`config.mk`:
```
export PLATFORM = sky130hd
export DESIGN_NAME = loopback_smoke_inc_pipe_flat
export DESIGN_NICKNAME = d
export VERILOG_FILES = /design/src/rtl/loopback_smoke_pkg.sv /design/src/rtl/loopback_smoke_inc_pipe_if.sv /design/src/rtl/loopback_smoke_fifo.sv /design/src/rtl/loopback_smoke_inc_pipe.sv /design/src/flat_wrapper.sv
export SDC_FILE = /design/constraint.sdc
export NUM_CORES = 1
export LEC_CHECK = 0
export CAP_MARGIN = 10
export CORE_AREA = 2 2 120 122
export CTS_BUF_LIST = sky130_fd_sc_hd__clkbuf_16
export CTS_CLUSTER_SIZE = 14
export DETAILED_ROUTE_END_ITERATION = 10
export DIE_AREA = 0 0 122 124
export PLACE_DENSITY = 0.76
export SLEW_MARGIN = 20
export SYNTH_ARGS = -nofsm -noshare
export SYNTH_HDL_FRONTEND = slang
export SYNTH_SLANG_ARGS = --single-unit
export TNS_END_PERCENT = 1
```
`constraint.sdc`:
```
create_clock -name clock -period 3.2 [get_ports clock]
set_clock_uncertainty 0.1 [all_clocks]
set_input_delay 0.48 -clock clock [delete_from_list [all_inputs] [get_ports clock]]
set_output_delay 0.48 -clock clock [all_outputs]
set_load 0.01 [all_outputs]
```
`src/rtl/loopback_smoke_pkg.sv`:
```
// rtl/loopback_smoke_pkg.sv - shared types and constants for the loopback smoke increment pipe
// Contents: inc_state_e (flush/drain FSM states), INC_OVF_VAL, DEF_TAG_W,
// inc_rsp_t (response record), inc_calc() (increment with overflow flag).
package loopback_smoke_pkg;

    typedef enum logic [1:0] {
        IDLE   = 2'd0,
        ACTIVE = 2'd1,
        DRAIN  = 2'd2
    } inc_state_e;

    // Largest positive 32-bit signed value; incrementing it is the only overflow.
    localparam logic [31:0] INC_OVF_VAL = 32'h7FFF_FFFF;

    localparam int DEF_TAG_W = 4;

    typedef struct packed {
        logic [DEF_TAG_W-1:0] tag;
        logic [31:0]          val;
        logic                 ovf;
    } inc_rsp_t;

    // Returns {ovf, v+1}. 32'hFFFF_FFFF wraps to 0 without flagging overflow,
    // because -1 + 1 = 0 is a valid signed result.
    function automatic logic [32:0] inc_calc(input logic [31:0] v);
        return {(v == INC_OVF_VAL), v + 32'd1};
    endfunction

endpackage

```
`src/rtl/loopback_smoke_inc_pipe_if.sv`:
```
// rtl/loopback_smoke_inc_pipe_if.sv - request/response stream bundle for the increment pipe
// Signals: req_valid/req_ready/req_tag/req_val (request stream),
// rsp_valid/rsp_ready/rsp_tag/rsp_val/rsp_ovf (response stream).
// Modports: master (request producer / response consumer), slave (the pipe).
interface loopback_smoke_inc_pipe_if
    import loopback_smoke_pkg::*;
#(
    parameter int TAG_W = DEF_TAG_W
);
    logic             req_valid;
    logic             req_ready;
    logic [TAG_W-1:0] req_tag;
    logic [31:0]      req_val;

    logic             rsp_valid;
    logic             rsp_ready;
    logic [TAG_W-1:0] rsp_tag;
    logic [31:0]      rsp_val;
    logic             rsp_ovf;

    modport master (
        output req_valid, req_tag, req_val, rsp_ready,
        input  req_ready, rsp_valid, rsp_tag, rsp_val, rsp_ovf
    );

    modport slave (
        input  req_valid, req_tag, req_val, rsp_ready,
        output req_ready, rsp_valid, rsp_tag, rsp_val, rsp_ovf
    );

endinterface

```
`src/rtl/loopback_smoke_fifo.sv`:
```
// rtl/loopback_smoke_fifo.sv - synchronous FIFO holding queued increment responses
// Ports: clock, reset (sync active-high), push/push_data, pop/pop_data (head,
// combinational), full, empty, count. Push when full and pop when empty are ignored.
module loopback_smoke_fifo #(
    parameter int DEPTH = 4,
    parameter int WIDTH = 37
) (
    input  logic                     clock,
    input  logic                     reset,
    input  logic                     push,
    input  logic [WIDTH-1:0]         push_data,
    input  logic                     pop,
    output logic [WIDTH-1:0]         pop_data,
    output logic                     full,
    output logic                     empty,
    output logic [$clog2(DEPTH):0]   count
);
    localparam int PW = $clog2(DEPTH);
    localparam logic [PW-1:0] PTR_ONE  = PW'(1);
    localparam logic [PW:0]   CNT_ONE  = (PW + 1)'(1);
    localparam logic [PW:0]   CNT_FULL = (PW + 1)'(DEPTH);

    logic [PW-1:0]    wr_ptr_q, wr_ptr_d;
    logic [PW-1:0]    rd_ptr_q, rd_ptr_d;
    logic [PW:0]      count_q, count_d;
    logic [WIDTH-1:0] mem_q [DEPTH];
    logic [WIDTH-1:0] mem_d [DEPTH];
    logic             do_push;
    logic             do_pop;

    assign full     = (count_q == CNT_FULL);
    assign empty    = (count_q == '0);
    assign count    = count_q;
    assign pop_data = mem_q[rd_ptr_q];

    always_comb begin
        do_push  = push && !full;
        do_pop   = pop && !empty;
        wr_ptr_d = wr_ptr_q;
        rd_ptr_d = rd_ptr_q;
        count_d  = count_q;
        mem_d    = mem_q;
        if (do_push) begin
            mem_d[wr_ptr_q] = push_data;
            wr_ptr_d        = wr_ptr_q + PTR_ONE;
        end
        if (do_pop) begin
            rd_ptr_d = rd_ptr_q + PTR_ONE;
        end
        if (do_push && !do_pop) begin
            count_d = count_q + CNT_ONE;
        end else if (!do_push && do_pop) begin
            count_d = count_q - CNT_ONE;
        end
    end

    always_ff @(posedge clock) begin
        if (reset) begin
            wr_ptr_q <= '0;
            rd_ptr_q <= '0;
            count_q  <= '0;
        end else begin
            wr_ptr_q <= wr_ptr_d;
            rd_ptr_q <= rd_ptr_d;
            count_q  <= count_d;
        end
    end

    // Storage is never read while empty, so it needs no reset.
    always_ff @(posedge clock) begin
        mem_q <= mem_d;
    end

endmodule

```
`src/rtl/loopback_smoke_inc_pipe.sv`:
```
// rtl/loopback_smoke_inc_pipe.sv - in-order increment engine with flush/drain FSM
// Ports: clock, reset (sync active-high), bus (slave: request/response streams),
// flush (level: drain and block input), flush_done (one-cycle pulse when drained),
// req_count/rsp_count (handshake counters, only with LOOPBACK_SMOKE_INC_PIPE_STATS_EN).
module loopback_smoke_inc_pipe
    import loopback_smoke_pkg::*;
#(
    parameter int DEPTH = 4,
    parameter int TAG_W = DEF_TAG_W
) (
    input  logic                            clock,
    input  logic                            reset,
    loopback_smoke_inc_pipe_if.slave        bus,
    input  logic                            flush,
    output logic                            flush_done
`ifdef LOOPBACK_SMOKE_INC_PIPE_STATS_EN
    ,
    output logic [31:0]                     req_count,
    output logic [31:0]                     rsp_count
`endif
);
    localparam int CW    = $clog2(DEPTH) + 1;
    localparam int WIDTH = TAG_W + 33;
    localparam logic [CW-1:0] CNT_ONE = CW'(1);

    inc_state_e       state_q, state_d;
    logic             flush_done_q, flush_done_d;
    logic             fifo_full;
    logic             fifo_empty;
    logic [CW-1:0]    fifo_count;
    logic [WIDTH-1:0] push_data;
    logic [WIDTH-1:0] head;
    logic [32:0]      inc_res;
    logic             req_fire;
    logic             rsp_fire;
    logic             drained_next;

    // Ready depends only on registered state, so a request in the same cycle
    // that flush rises is still accepted, and a full FIFO never bypasses.
    assign bus.req_ready = (state_q == ACTIVE) && !fifo_full;
    assign req_fire      = bus.req_valid && bus.req_ready;
    assign rsp_fire      = bus.rsp_valid && bus.rsp_ready;

    assign inc_res   = inc_calc(bus.req_val);
    assign push_data = {bus.req_tag, inc_res[31:0], inc_res[32]};

    loopback_smoke_fifo #(
        .DEPTH (DEPTH),
        .WIDTH (WIDTH)
    ) u_fifo (
        .clock     (clock),
        .reset     (reset),
        .push      (req_fire),
        .push_data (push_data),
        .pop       (rsp_fire),
        .pop_data  (head),
        .full      (fifo_full),
        .empty     (fifo_empty),
        .count     (fifo_count)
    );

    // Head fields are forced to zero while empty so stale storage never shows.
    assign bus.rsp_valid = !fifo_empty;
    assign bus.rsp_tag   = fifo_empty ? '0 : head[WIDTH-1 -: TAG_W];
    assign bus.rsp_val   = fifo_empty ? '0 : head[32:1];
    assign bus.rsp_ovf   = fifo_empty ? 1'b0 : head[0];

    // No pushes happen in DRAIN, so the FIFO is empty after this edge when it
    // already is, or when its last entry is popping now.
    assign drained_next = (fifo_count == '0) || ((fifo_count == CNT_ONE) && rsp_fire);

    always_comb begin
        state_d      = state_q;
        flush_done_d = 1'b0;
        unique case (state_q)
            IDLE: begin
                if (!flush) state_d = ACTIVE;
            end
            ACTIVE: begin
                if (flush) state_d = DRAIN;
            end
            DRAIN: begin
                if (drained_next) begin
                    flush_done_d = 1'b1;
                    state_d      = flush ? IDLE : ACTIVE;
                end
            end
            default: state_d = IDLE;
        endcase
    end

    always_ff @(posedge clock) begin
        if (reset) begin
            state_q      <= IDLE;
            flush_done_q <= 1'b0;
        end else begin
            state_q      <= state_d;
            flush_done_q <= flush_done_d;
        end
    end

    assign flush_done = flush_done_q;

`ifdef LOOPBACK_SMOKE_INC_PIPE_STATS_EN
    logic [31:0] req_count_q, req_count_d;
    logic [31:0] rsp_count_q, rsp_count_d;

    always_comb begin
        req_count_d = req_count_q + {31'd0, req_fire};
        rsp_count_d = rsp_count_q + {31'd0, rsp_fire};
    end

    always_ff @(posedge clock) begin
        if (reset) begin
            req_count_q <= '0;
            rsp_count_q <= '0;
        end else begin
            req_count_q <= req_count_d;
            rsp_count_q <= rsp_count_d;
        end
    end

    assign req_count = req_count_q;
    assign rsp_count = rsp_count_q;
`endif

endmodule
```
`src/flat_wrapper.sv`:
```
// flat-port wrapper written by rule: the top's interface ports become plain ports
module loopback_smoke_inc_pipe_flat import loopback_smoke_pkg::*;
#(
    parameter int DEPTH = 4,
    parameter int TAG_W = DEF_TAG_W
)
  (clock, reset, flush, flush_done, bus_req_valid, bus_req_tag, bus_req_val, bus_rsp_ready, bus_req_ready, bus_rsp_valid, bus_rsp_tag, bus_rsp_val, bus_rsp_ovf);
  loopback_smoke_inc_pipe_if #(.TAG_W(TAG_W)) bus_i ();
  input  logic clock;
  input  logic reset;
  input  logic flush;
  output logic flush_done;
  input wire logic [$bits(bus_i.req_valid)-1:0] bus_req_valid;
  input wire logic [$bits(bus_i.req_tag)-1:0] bus_req_tag;
  input wire logic [$bits(bus_i.req_val)-1:0] bus_req_val;
  input wire logic [$bits(bus_i.rsp_ready)-1:0] bus_rsp_ready;
  output wire logic [$bits(bus_i.req_ready)-1:0] bus_req_ready;
  output wire logic [$bits(bus_i.rsp_valid)-1:0] bus_rsp_valid;
  output wire logic [$bits(bus_i.rsp_tag)-1:0] bus_rsp_tag;
  output wire logic [$bits(bus_i.rsp_val)-1:0] bus_rsp_val;
  output wire logic [$bits(bus_i.rsp_ovf)-1:0] bus_rsp_ovf;
  assign bus_i.req_valid = bus_req_valid;
  assign bus_i.req_tag = bus_req_tag;
  assign bus_i.req_val = bus_req_val;
  assign bus_i.rsp_ready = bus_rsp_ready;
  assign bus_req_ready = bus_i.req_ready;
  assign bus_rsp_valid = bus_i.rsp_valid;
  assign bus_rsp_tag = bus_i.rsp_tag;
  assign bus_rsp_val = bus_i.rsp_val;
  assign bus_rsp_ovf = bus_i.rsp_ovf;
  loopback_smoke_inc_pipe #(.DEPTH(DEPTH), .TAG_W(TAG_W)) u_core (.clock(clock), .reset(reset), .bus(bus_i), .flush(flush), .flush_done(flush_done));
endmodule
```
Word-level counts from Yosys, hierarchy flattened --
Cells that the tools add are included.
Storage, ports and cells: bits in registers 158, input port bits 41, output and inout port bits 40, word-level logic and storage cells 64
Cells by class: add/sub/neg operators 5, magnitude comparators 3, equality and inequality tests 8, muxes and demuxes 17, bitwise gates (word level) 3, reductions and logical operators 19
Operator list (count):
- 148-bit bitwise mux | 1
- 37-bit 2-to-1 mux | 3
- 37-bit binary-select mux with 2-bit select | 1
- 37-bit demux with 2-bit select | 1
- 32-bit by 1-bit adder with 32-bit output (second input constant) | 1
- 32-bit by 31-bit equality test with 1-bit output (second input constant) | 1
- 32-bit 2-to-1 mux | 1
- 1-bit logical AND | 9
- 3-bit >= comparator (second input constant) | 2
- 2-bit 2-to-1 mux | 3
- 3-bit 2-to-1 mux | 2
- 2-bit inverter with 3-bit output | 2
- 2-bit one-hot mux with 3 select lines | 1
- 2-bit by 1-bit adder with 2-bit output (second input constant) | 2
- 1-bit zero test | 4
- 4-bit 2-to-1 mux | 1
- 2-bit inequality test (second input constant) | 2
- 3-bit by 1-bit adder with 3-bit output (second input constant) | 1
- 3-bit by 1-bit equality test with 1-bit output (second input constant) | 1
- 3-bit equality test (second input constant) | 1
- 3-bit zero test | 1
- 3-bit by 1-bit < comparator with 1-bit output (second input constant) | 1
- 1-bit 2-to-1 mux | 3
- 3-bit AND reduction | 1
- other kinds (9) | 9

Depth between registers and ports, before layout --
Gate-level depths: netlist of the first run.
word-level depth 9, depth in mapped cells 10, mapped depth without buffers 9

Cells and area by module --
A second synthesis of the first run with hierarchy kept.
Second synthesis, totals: cells, all modules 382, area, all modules 6774.0 sq um
By module, submodules not included:
- loopback_smoke_fifo | instances 1, cells an instance 237, area an instance 5749.3 sq um, sequential area each 4584.4 sq um
- loopback_smoke_inc_pipe | instances 1, cells an instance 145, area an instance 1024.7 sq um, sequential area each 60.1 sq um

Least setup slack after synthesis of the first run --
Ideal clock, no wire load.
path type reg2reg, start register u_core.u_fifo.count_q[0] (netlist: u_core.u_fifo.count[0]), end register u_core.u_fifo.mem_q[0] in the netlist's numbering, enable pin, library setup time 398 ps, arrival time 2028 ps, data required time 2702 ps, path slack 674 ps, cell stages (with the launch flop) 7, buffers on the path 1, period minus slack after synthesis 2526 ps, path through dfxtp_1 inv_1 ha_1 nand2_1 and3_1 clkbuf_1 and2_1
Between the ends: longest elaborated chain between the ends 5
Ends and longest elaborated chain:
- start, declared | RTL line loopback_smoke_fifo.sv:25 | logic [PW:0] count_q, count_d;
- start signal, assigned | RTL line loopback_smoke_fifo.sv:65 | count_q <= count_d;
- 3-bit equality test * | RTL line loopback_smoke_fifo.sv:31 | assign full = (count_q == CNT_FULL);
- 1-bit zero test * | RTL line loopback_smoke_fifo.sv:37, loopback_smoke_inc_pipe.sv:40
- 1-bit logical AND | RTL line loopback_smoke_inc_pipe.sv:40 | assign bus.req_ready = (state_q == ACTIVE) && !fifo_full;
- 1-bit logical AND | RTL line loopback_smoke_inc_pipe.sv:41 | assign req_fire = bus.req_valid && bus.req_ready;
- 1-bit logical AND * | RTL line loopback_smoke_fifo.sv:37 | do_push = push && !full;
- named net u_core.u_fifo.do_push | RTL line loopback_smoke_fifo.sv:28 | logic do_push;
- end signal, assigned | RTL line loopback_smoke_fifo.sv:71 | mem_q <= mem_d;
- end, declared | RTL line loopback_smoke_fifo.sv:26 | logic [WIDTH-1:0] mem_q [DEPTH];
The timed path passes the listed nets; every way through them passes the cells marked *. A chain may end at the register's enable or synchronous reset.

Final worst setup path of the first run --
start register u_core.u_fifo.count_q[0] (netlist: u_core.u_fifo.count[0]), end output port bus_rsp_val[9]
Between the ends: longest elaborated chain between the ends 2
Ends and longest elaborated chain:
- 3-bit zero test | RTL line loopback_smoke_fifo.sv:32 | assign empty = (count_q == '0);
- 32-bit 2-to-1 mux | RTL line loopback_smoke_inc_pipe.sv:65 | assign bus.rsp_val = fifo_empty ? '0 : head[32:1];
- end, declared | RTL line flat_wrapper.sv:20 | output wire logic [$bits(bus_i.rsp_val)-1:0] bus_rsp_val;
Every way passes these cells.

==> results of run 1 <==
synth_stat cells (all sizes together):
cell type | number | area share, %
inv | 6 | 0.33
a21oi | 5 | 0.37
nand2b | 1 | 0.093
nand4 | 15 | 1.7
nand3 | 8 | 0.59
nor2 | 16 | 0.93
clkbuf | 7 | 0.39
edfxtp | 148 | 66
o21ai | 1 | 0.074
mux2i | 2 | 0.30
xnor2 | 25 | 3.2
nand2 | 11 | 0.65
or3b | 1 | 0.13
or3 | 1 | 0.093
and2 | 44 | 4.1
buf | 9 | 0.76
nor4 | 1 | 0.31
and3 | 7 | 0.65
nor3b | 1 | 0.19
ha | 10 | 1.9
nor2b | 1 | 0.093
and4 | 5 | 0.65
dfxtp | 10 | 3.0
mux4 | 37 | 12
xor2 | 10 | 1.3
nor3 | 1 | 0.15
power breakdown:
| group | total [W] | internal [W] | switching, W | leakage, nW |
|---|---|---|---|---|
| combinational | 0.00156 | 0.000855 | 0.000708 | 1.05 |
| sequential | 0.00239 | 0.00235 | 0.0000329 | 1.42 |
| clock | 0.00175 | 0.00103 | 0.000719 | 0.266 |
worst max-delay path: stages, from the launching register on:
cell and delay [ns]:
dfxtp_1 0.39, inv_1 0.09, ha_1 0.24, nand2b_1 0.32
buf_12 0.24, and2_1 0.21, clkdlybuf4s50_1 0.55
routing by layer:
metal / vias to the layer above / track usage (%)
li1: 1677 / -
met5: - / 0
met4: 0 / 7.97
met2: 134 / 30.8
met1: 1891 / 23.0
met3: 22 / 4.76
flip-flops by register name (all words and copies together), names as in the netlist:
signal,cells
u_core.state_q,2
u_core.u_fifo.rd_ptr_q,2
u_core.flush_done,1
u_core.u_fifo.count,3
u_core.u_fifo.mem_q,148
u_core.u_fifo.wr_ptr_q,2
through the flow:
step | total power [W] | cell area (um^2) | util, %
after floorplan | 0.00326 | 6760 | -
after global placement | 0.00399 | 7830 | 57.1
after detailed placement | 0.00402 | 7830 | 57.1
after CTS | 0.00576 | 8340 | 60.8
after global routing | 0.00595 | 8340 | 60.8
final | 0.00570 | 8340 | 60.8
worst max-delay path by stage:
| stage | start | end | slack (ns) | depth (start not counted) |
|---|---|---|---|---|
| 2_1_floorplan | u_core.u_fifo.count[0] | u_core.u_fifo.mem_q[0] | 0.67 | 6 |
| 3_3_place_gp | bus_req_val[0] | u_core.u_fifo.mem_q[142] | 0.42 | 6 |
| 3_5_place_dp | bus_req_val[0] | u_core.u_fifo.mem_q[101] | 0.32 | 6 |
| 4_1_cts | u_core.u_fifo.count[0] | bus_rsp_val[15] | 0.15 | 6 |
| 5_1_grt | u_core.u_fifo.count[0] | bus_rsp_val[15] | 0.07 | 6 |
| 6_report | u_core.u_fifo.count[0] | bus_rsp_val[9] | 0.16 | 6 |
cell type report:
type / count / area, um^2
sequential: 158 / 4650
multi-input combinational: 203 / 2020
inverter: 6 / 22.5
clock buffer: 17 / 425
clock inverter: 15 / 90.1
timing repair buffer: 94 / 918
fill: 1011 / 5380
tap: 180 / 225
kinds of logic (layout without fill, tap and decap cells):
| logic type | after synthesis | count (layout) | synth area share, % |
|---|---|---|---|
| AOI/OAI and AO/OA | 6 | 6 | 0.444 |
| xor gates and xnor gates | 35 | 35 | 4.54 |
| adders and majority gates | 10 | 10 | 1.85 |
| buffers and inverters | 22 | 132 | 1.48 |
| DFF | 158 | 158 | 68.8 |
| muxes | 39 | 39 | 12.6 |
| and+or+nand+nor | 113 | 113 | 10.3 |
==> flow_summary_export.csv, run 1 <==
group,metric,value,unit
cells_and_area,drive_gt1_share,17.6,%
worst_setup_path,path_class,"register to output pin",
route,vias_per_cell,5.53,
floorplan,io_pins,81,
clock_network,clock_sinks,158,
route,met1_length,5270,um
floorplan,start_util,49.2,%
synth,netlist_instances,383,
sta,maxSlewViolCount,0,
clock_network,cts_root_buffer,"clkbuf_16",
clock_network,postCtsSetupBuffers,0,
place,dpl.hpwl,8260,um
sta,hold_slack,0.416,ns
sta,relSlewSlack,58.5,%
floorplan,core-area,13700,um^2
worst_setup_path,rr_startpoint,"u_core.u_fifo.count[0]",
cells_and_area,final_common_cell,"edfxtp_1",
clock_network,numCtsBuffers,17,
synth,syn_area_per_cell,17.6,um^2
worst_hold_path,min_to,"u_core.flush_done",
sta,fmax,0.329,GHz
synth,ys_types,31,
global_route,grt_pass1_vias,3828,
route,drt_iter0_markers,349,
cells_and_area,most-common-layout-cells,"edfxtp_1 (148), clkdlybuf4s50_1 (80), and2_1 (40), mux4_2 (37), xnor2_1 (25)",
floorplan,dieHeight,124,um
cells_and_area,diodes,0,
worst_hold_path,hp-class,"register to register",
place,place_ws,0.319,ns
sta,rsz0062_at_grt,"false",
clock_network,clock_latency,0.41,ns
route,wl_per_cell,19.1,um
place,dp_cells,641,
sta,final-setup-viol-count,0,
floorplan,rows,43,
worst_hold_path,whs_path_depth,1,
clock_network,clk_pin_slew,0.06,ns
route,wl_met2,6530,um
worst_hold_path,hp-start,"u_core.state_q[1]",
global_route,overflow,0,
sta,hold_viol,0,
cells_and_area,area_delta_synth_final,23.5,%
sta,tightest_slew,0.617,ns
sta,fin_tns_setup,0,ns
synth,yosysWarnings,0,
global_route,grt_max_degree,33,
synth,synth_seq_cells,158,
route,dr_wl_met3,813,um
cells_and_area,layoutNonFillerInstCount,673,
sta,setup_ws,0.160,ns
worst_setup_path,worstPathArrival,2.46,ns
floorplan,dieArea,15100,um^2
route,drcViolationCount,0,
power,p_per_area,683,nW/um^2
worst_setup_path,crit_path_max_fanout,32,
clock_network,hold_buffers,0,
sta,period_share,95.0,%
flow_run,cap_violations,0,
worst_setup_path,start_kind,"register",
worst_setup_path,reg2reg_slack,0.98,ns
global_route,grt_antenna_before_repair,0,
clock_network,h-tree-depth,4,
worst_setup_path,reg2reg_depth,7,
sta,fin_crit,3.04,ns
global_route,grtUsageTotal,18.5,%
place,routabilityCongestion,0.736,
cells_and_area,layout.nets,531,
synth,syn_nets,434,
synth,seq_area_frac_synth,68.8,%
worst_setup_path,worstSetupEndpointType,"output pin",
power,vdd_drop_max,0.390,mV
clock_network,cts_buffer_depth,2,
route,highest_layer,"met4",
route,vias,3724,
clock_network,cts_tree,"built",
worst_setup_path,cp.required,2.62,ns
floorplan,die_x,122,um
place,portBuffers,80,
route,wl,12900,um
synth,netlist_area,6760,um^2
worst_setup_path,r2r-end,"u_core.u_fifo.count[2]",
global_route,grt_pass1_wl,20100,um
route,antenna_left,0,
power,p_leak,2.74,nW
run_status,status,"completed",
clock_network,cts_resized,0,
route,first_pass_iters,5,
(Power assumes the default switching activity.)
==> run 2: changes to the inputs <==
--- a/config.mk
+++ b/config.mk
@@ -7,7 +7,7 @@
 export LEC_CHECK = 0
 export CAP_MARGIN = 10
 export CORE_AREA = 2 2 120 122
-export CTS_BUF_LIST = sky130_fd_sc_hd__clkbuf_16
+export CTS_BUF_LIST = sky130_fd_sc_hd__clkbuf_8
 export CTS_CLUSTER_SIZE = 14
 export DETAILED_ROUTE_END_ITERATION = 10
 export DIE_AREA = 0 0 122 124
==> run 2 against run 1 <==
Against the previous run:
- largest cell class unchanged
- final area decreased by 2.3%
- critical path type unchanged
- combinational power about the same
- sequential share of layout area increased by 1.3 points
==> flow_summary_export.csv, run 2 (synthesized netlist as in run 1, its figures left out) <==
group,metric,value,unit
place,dp_cells,641,
floorplan,io_pins,81,
power,p_per_area,634,nW/um^2
floorplan,die_x,122,um
cells_and_area,final_core_util,59.4,%
route,drcViolationCount,0,
floorplan,core-area,13700,um^2
sta,hold_viol,0,
route,drt_iter0_markers,340,
clock_network,cts_root_buffer,"clkbuf_8",
run_status,status,"completed",
clock_network,clock_sinks,158,
flow_run,cap_violations,0,
worst_setup_path,reg2reg_slack,0.99,ns
power,p_leak,2.65,nW
floorplan,dieHeight,124,um
place,routabilityCongestion,0.736,
cells_and_area,area_delta_synth_final,20.7,%
route,antenna_left,0,
global_route,grtUsageTotal,18.0,%
sta,maxSlewViolCount,0,
worst_setup_path,path_class,"register to output pin",
clock_network,cts_resized,0,
place,dpl_cell_area,7830,um^2
power,vdd_drop_max,0.287,mV
floorplan,start_util,49.2,%
cells_and_area,largest_reg_flops,148,
route,wl,12600,um
cells_and_area,drive_gt1_share,17.6,%
worst_hold_path,hp-start,"u_core.state_q[1]",
cells_and_area,layoutNonFillerInstCount,673,
worst_hold_path,whs_path_depth,1,
clock_network,postCtsSetupBuffers,0,
cells_and_area,most-common-layout-cells,"edfxtp_1 (148), clkdlybuf4s50_1 (80), and2_1 (40), mux4_2 (37), xnor2_1 (25)",
clock_network,numCtsBuffers,17,
sta,rsz0062_at_grt,"false",
worst_setup_path,worstSetupEndpointType,"output pin",
clock_network,cts_tree,"built",
worst_setup_path,cp.required,2.62,ns
route,vias,3664,
worst_hold_path,min_to,"u_core.flush_done",
cells_and_area,fillers,1045,
floorplan,rows,43,
clock_network,clock_latency,0.44,ns
place,portBuffers,80,
sta,period_share,95.3,%
global_route,grt_pass1_wl,19700,um
floorplan,dieArea,15100,um^2
route,first_pass_iters,4,
global_route,grt_max_degree,33,
cells_and_area,design_area,8150,um^2
global_route,grt_antenna_before_repair,0,
route,wl_per_cell,18.8,um
sta,fmax,0.328,GHz
cells_and_area,diodes,0,
cells_and_area,final_common_cell,"edfxtp_1",
sta,tightest_slew,0.618,ns
clock_network,clk_pin_slew,0.07,ns
place,dpl.hpwl,8260,um
worst_setup_path,worstPathArrival,2.47,ns
worst_setup_path,start_kind,"register",
clock_network,cts_buffer_depth,2,
worst_setup_path,crit_path_max_fanout,32,
cells_and_area,largest_register,"u_core.u_fifo.mem_q",
cells_and_area,seq_area,4650,um^2
sta,fin_tns_setup,0,ns
worst_setup_path,r2r-end,"u_core.u_fifo.count[2]",
sta,final-setup-viol-count,0,
clock_network,h-tree-depth,4,
cells_and_area,layout.nets,531,
global_route,overflow,0,
global_route,grt_pass1_vias,3802,
clock_network,hold_buffers,0,
sta,fin_crit,3.05,ns
sta,relSlewSlack,58.5,%
worst_setup_path,rr_startpoint,"u_core.u_fifo.count[0]",
worst_setup_path,reg2reg_depth,7,
worst_hold_path,hp-class,"register to register",
cells_and_area,multi_input_area,2020,um^2
sta,hold_slack,0.417,ns
route,vias_per_cell,5.44,
-- run 2: cell counts in the layout (fill, tap and decap cells not counted) --
No cell type changed its count.
-- run 2: cell type report --
cell class | count | share of cell area (%)
well taps | 180 | 2.76
inverters | 6 | 0.276
flip-flops and latches | 158 | 57.0
multi-input cells | 203 | 24.7
repair buffers | 94 | 11.3
clock buffers | 17 | 2.87
clock inverters | 15 | 1.10
-- run 2: metal layers --
metal / up-vias / GRT usage, % / share of wire [%]
met2: 114 / 30.6 / 51
met1: 1863 / 22.5 / 42
met5: - / 0 / 0
met3: 16 / 4.49 / 6.3
met4: 0 / 7.04 / 1.3
li1: 1671 / - / -
-- run 2: power breakdown --
part	internal [W]	switching [W]	total, W
combinational	0.000855	0.000704	0.00156
sequential	0.00235	0.0000325	0.00238
clock	0.000580	0.000648	0.00123
total	0.00379	0.00138	0.00517
-- run 2: how the worst max path moves through the flow --
stage	startpoint	endpoint	slack, ns	cells after the start
2_1_floorplan	u_core.u_fifo.count[0]	u_core.u_fifo.mem_q[0]	0.67	6
3_3_place_gp	bus_req_val[0]	u_core.u_fifo.mem_q[142]	0.42	6
3_5_place_dp	bus_req_val[0]	u_core.u_fifo.mem_q[101]	0.32	6
4_1_cts	u_core.u_fifo.count[0]	bus_rsp_val[15]	0.12	6
5_1_grt	u_core.u_fifo.count[0]	bus_rsp_val[15]	0.03	6
6_report	u_core.u_fifo.count[0]	bus_rsp_val[9]	0.15	6
-- run 2: through the flow --
step	worst slack, ns	power, W
2_1_floorplan	0.674	0.00326
3_3_place_gp	0.423	0.00399
3_5_place_dp	0.319	0.00402
4_1_cts	0.116	0.00523
5_1_grt	0.0335	0.00543
6_report	0.149	0.00517
-- run 2: critical path, cell delays in order (launching register included) --
cell,delay [ns]
dfxtp_1,0.39
inv_1,0.08
ha_1,0.23
nand2b_1,0.32
buf_12,0.24
and2_1,0.20
clkdlybuf4s50_1,0.55
==> RTL edit, RTL diff (flow settings as in run 2) <==
Change the package constant `DEF_TAG_W` from 4 to 6.
--- a/src/rtl/loopback_smoke_pkg.sv
+++ b/src/rtl/loopback_smoke_pkg.sv
@@ -13,5 +13,5 @@
     localparam logic [31:0] INC_OVF_VAL = 32'h7FFF_FFFF;
 
-    localparam int DEF_TAG_W = 4;
+    localparam int DEF_TAG_W = 6;
 
     typedef struct packed {
Ports: changed (resized bus_req_tag and bus_rsp_tag); port bits go from 81 to 85. No check against the original RTL was run, so the function may have changed too.
==> RTL edit against run 2 <==
Count of clock-buffer cells in the layout unchanged; total power rose by 7.7%; worst setup slack better by 80 ps; area after synthesis is 5.8% higher; sequential share of layout area is 0.71 points lower; non-clock buffer count increased by 5; sequential power rose by 5%; synthesized cell count up 6.0%; final area rose by 6.5%; routed wire length increased by 5.4%; sequential cell count is 8 higher; critical endpoint is now bus_rsp_val[15].
==> RTL edit: results (changes against run 2) <==
Final WL -> 13.3 mm (was 12.6 mm)
Sequential share of the synthesized area -> 68.4% (was 68.8%)
Signal buffers -> 99 (was 94)
Met3 WL -> 646 um (was 796 um)
M1 WL -> 5.54 mm (was 5.26 mm)
Finished Layout Cells -> 697 (was 673)
Tot GR Track Use -> 19.0% (was 18.0%)
Multi-input combinational cell count -> 210 (was 203)
Fraction of area in registers -> 56.3% (was 57.0%)
Flip-flop count of the largest register after layout -> 156 (was 148)
Port-buffer cells -> 84 (was 80)
Placed insts -> 666 (was 641)
Met3 usage in global routing -> 3.75% (was 4.49%)
Pre-CTS setup slack -> 283 ps (was 319 ps)
IR drop worst, VDD -> 0.312 mV (was 0.287 mV)
Data buffer area share -> 11.8% (was 11.3%)
RePlAce Congestion -> 0.719 (was 0.736)
Layout fillers -> 972 (was 1045)
Synth cell count leaders -> 156 x edfxtp_1, 44 x and2_1, 39 x mux4_2, 22 x xor2_1, 15 x nor2_1 (was 148 x edfxtp_1, 44 x and2_1, 37 x mux4_2, 25 x xnor2_1, 15 x nor2_1)
Routed met2 length -> 7.03 mm (was 6.41 mm)
Post-synth cell types -> 35 (was 31)
WP data arrival -> 2390 ps (was 2470 ps)
Detailed Place HPWL -> 8.87 mm (was 8.26 mm)
Post-synth EDFFs -> 156 (was 148)
Leakage -> 0.00287 uW (was 0.00265 uW)
Adder-Cell Fraction of Synth Area -> 1.75% (was 1.85%)
Layout Nets -> 558 (was 531)
Area contributors post-synth -> edfxtp_1 66%, mux4_2 12%, and2_1 3.9%, dfxtp_1 2.8%, xor2_1 2.7% (was edfxtp_1 66%, mux4_2 12%, and2_1 4.1%, xnor2_1 3.2%, dfxtp_1 3.0%)
Worst-Margin Slew -> 655 ps (was 618 ps)
First-pass GRT wire length -> 20.8 mm (was 19.7 mm)
Synth Net Count -> 459 (was 434)
Area Growth Syn to Fin -> 21.5% (was 20.7%)
Run status -> complete, no violations (unchanged)
CTS sink count -> 166 (was 158)
-- RTL edit: power by group --
part / leakage, uW / internal [uW] / switching [uW]
clock network: 0.000198 / 746 / 683
logic: 0.00118 / 897 / 735
registers: 0.00149 / 2470 / 40.8
total: 0.00287 / 4110 / 1460
-- RTL edit: path summary, 6_finish.rpt --
check | startpoint | endpoint | slack (ps)
min reg2reg | u_core.state_q[1] | u_core.flush_done | 420
max reg2reg | u_core.u_fifo.count[0] | u_core.u_fifo.count[2] | 830
max | u_core.u_fifo.count[0] | bus_rsp_val[15] | 230
min | u_core.state_q[1] | u_core.flush_done | 420
-- RTL edit: critical path, delay by kind of cell, from the launching register on --
| kind | cells | cell delay, ps |
|---|---|---|
| fa+ha+maj | 1 | 240 |
| buf+inv | 3 | 960 |
| flops | 1 | 420 |
| simple gates | 2 | 340 |
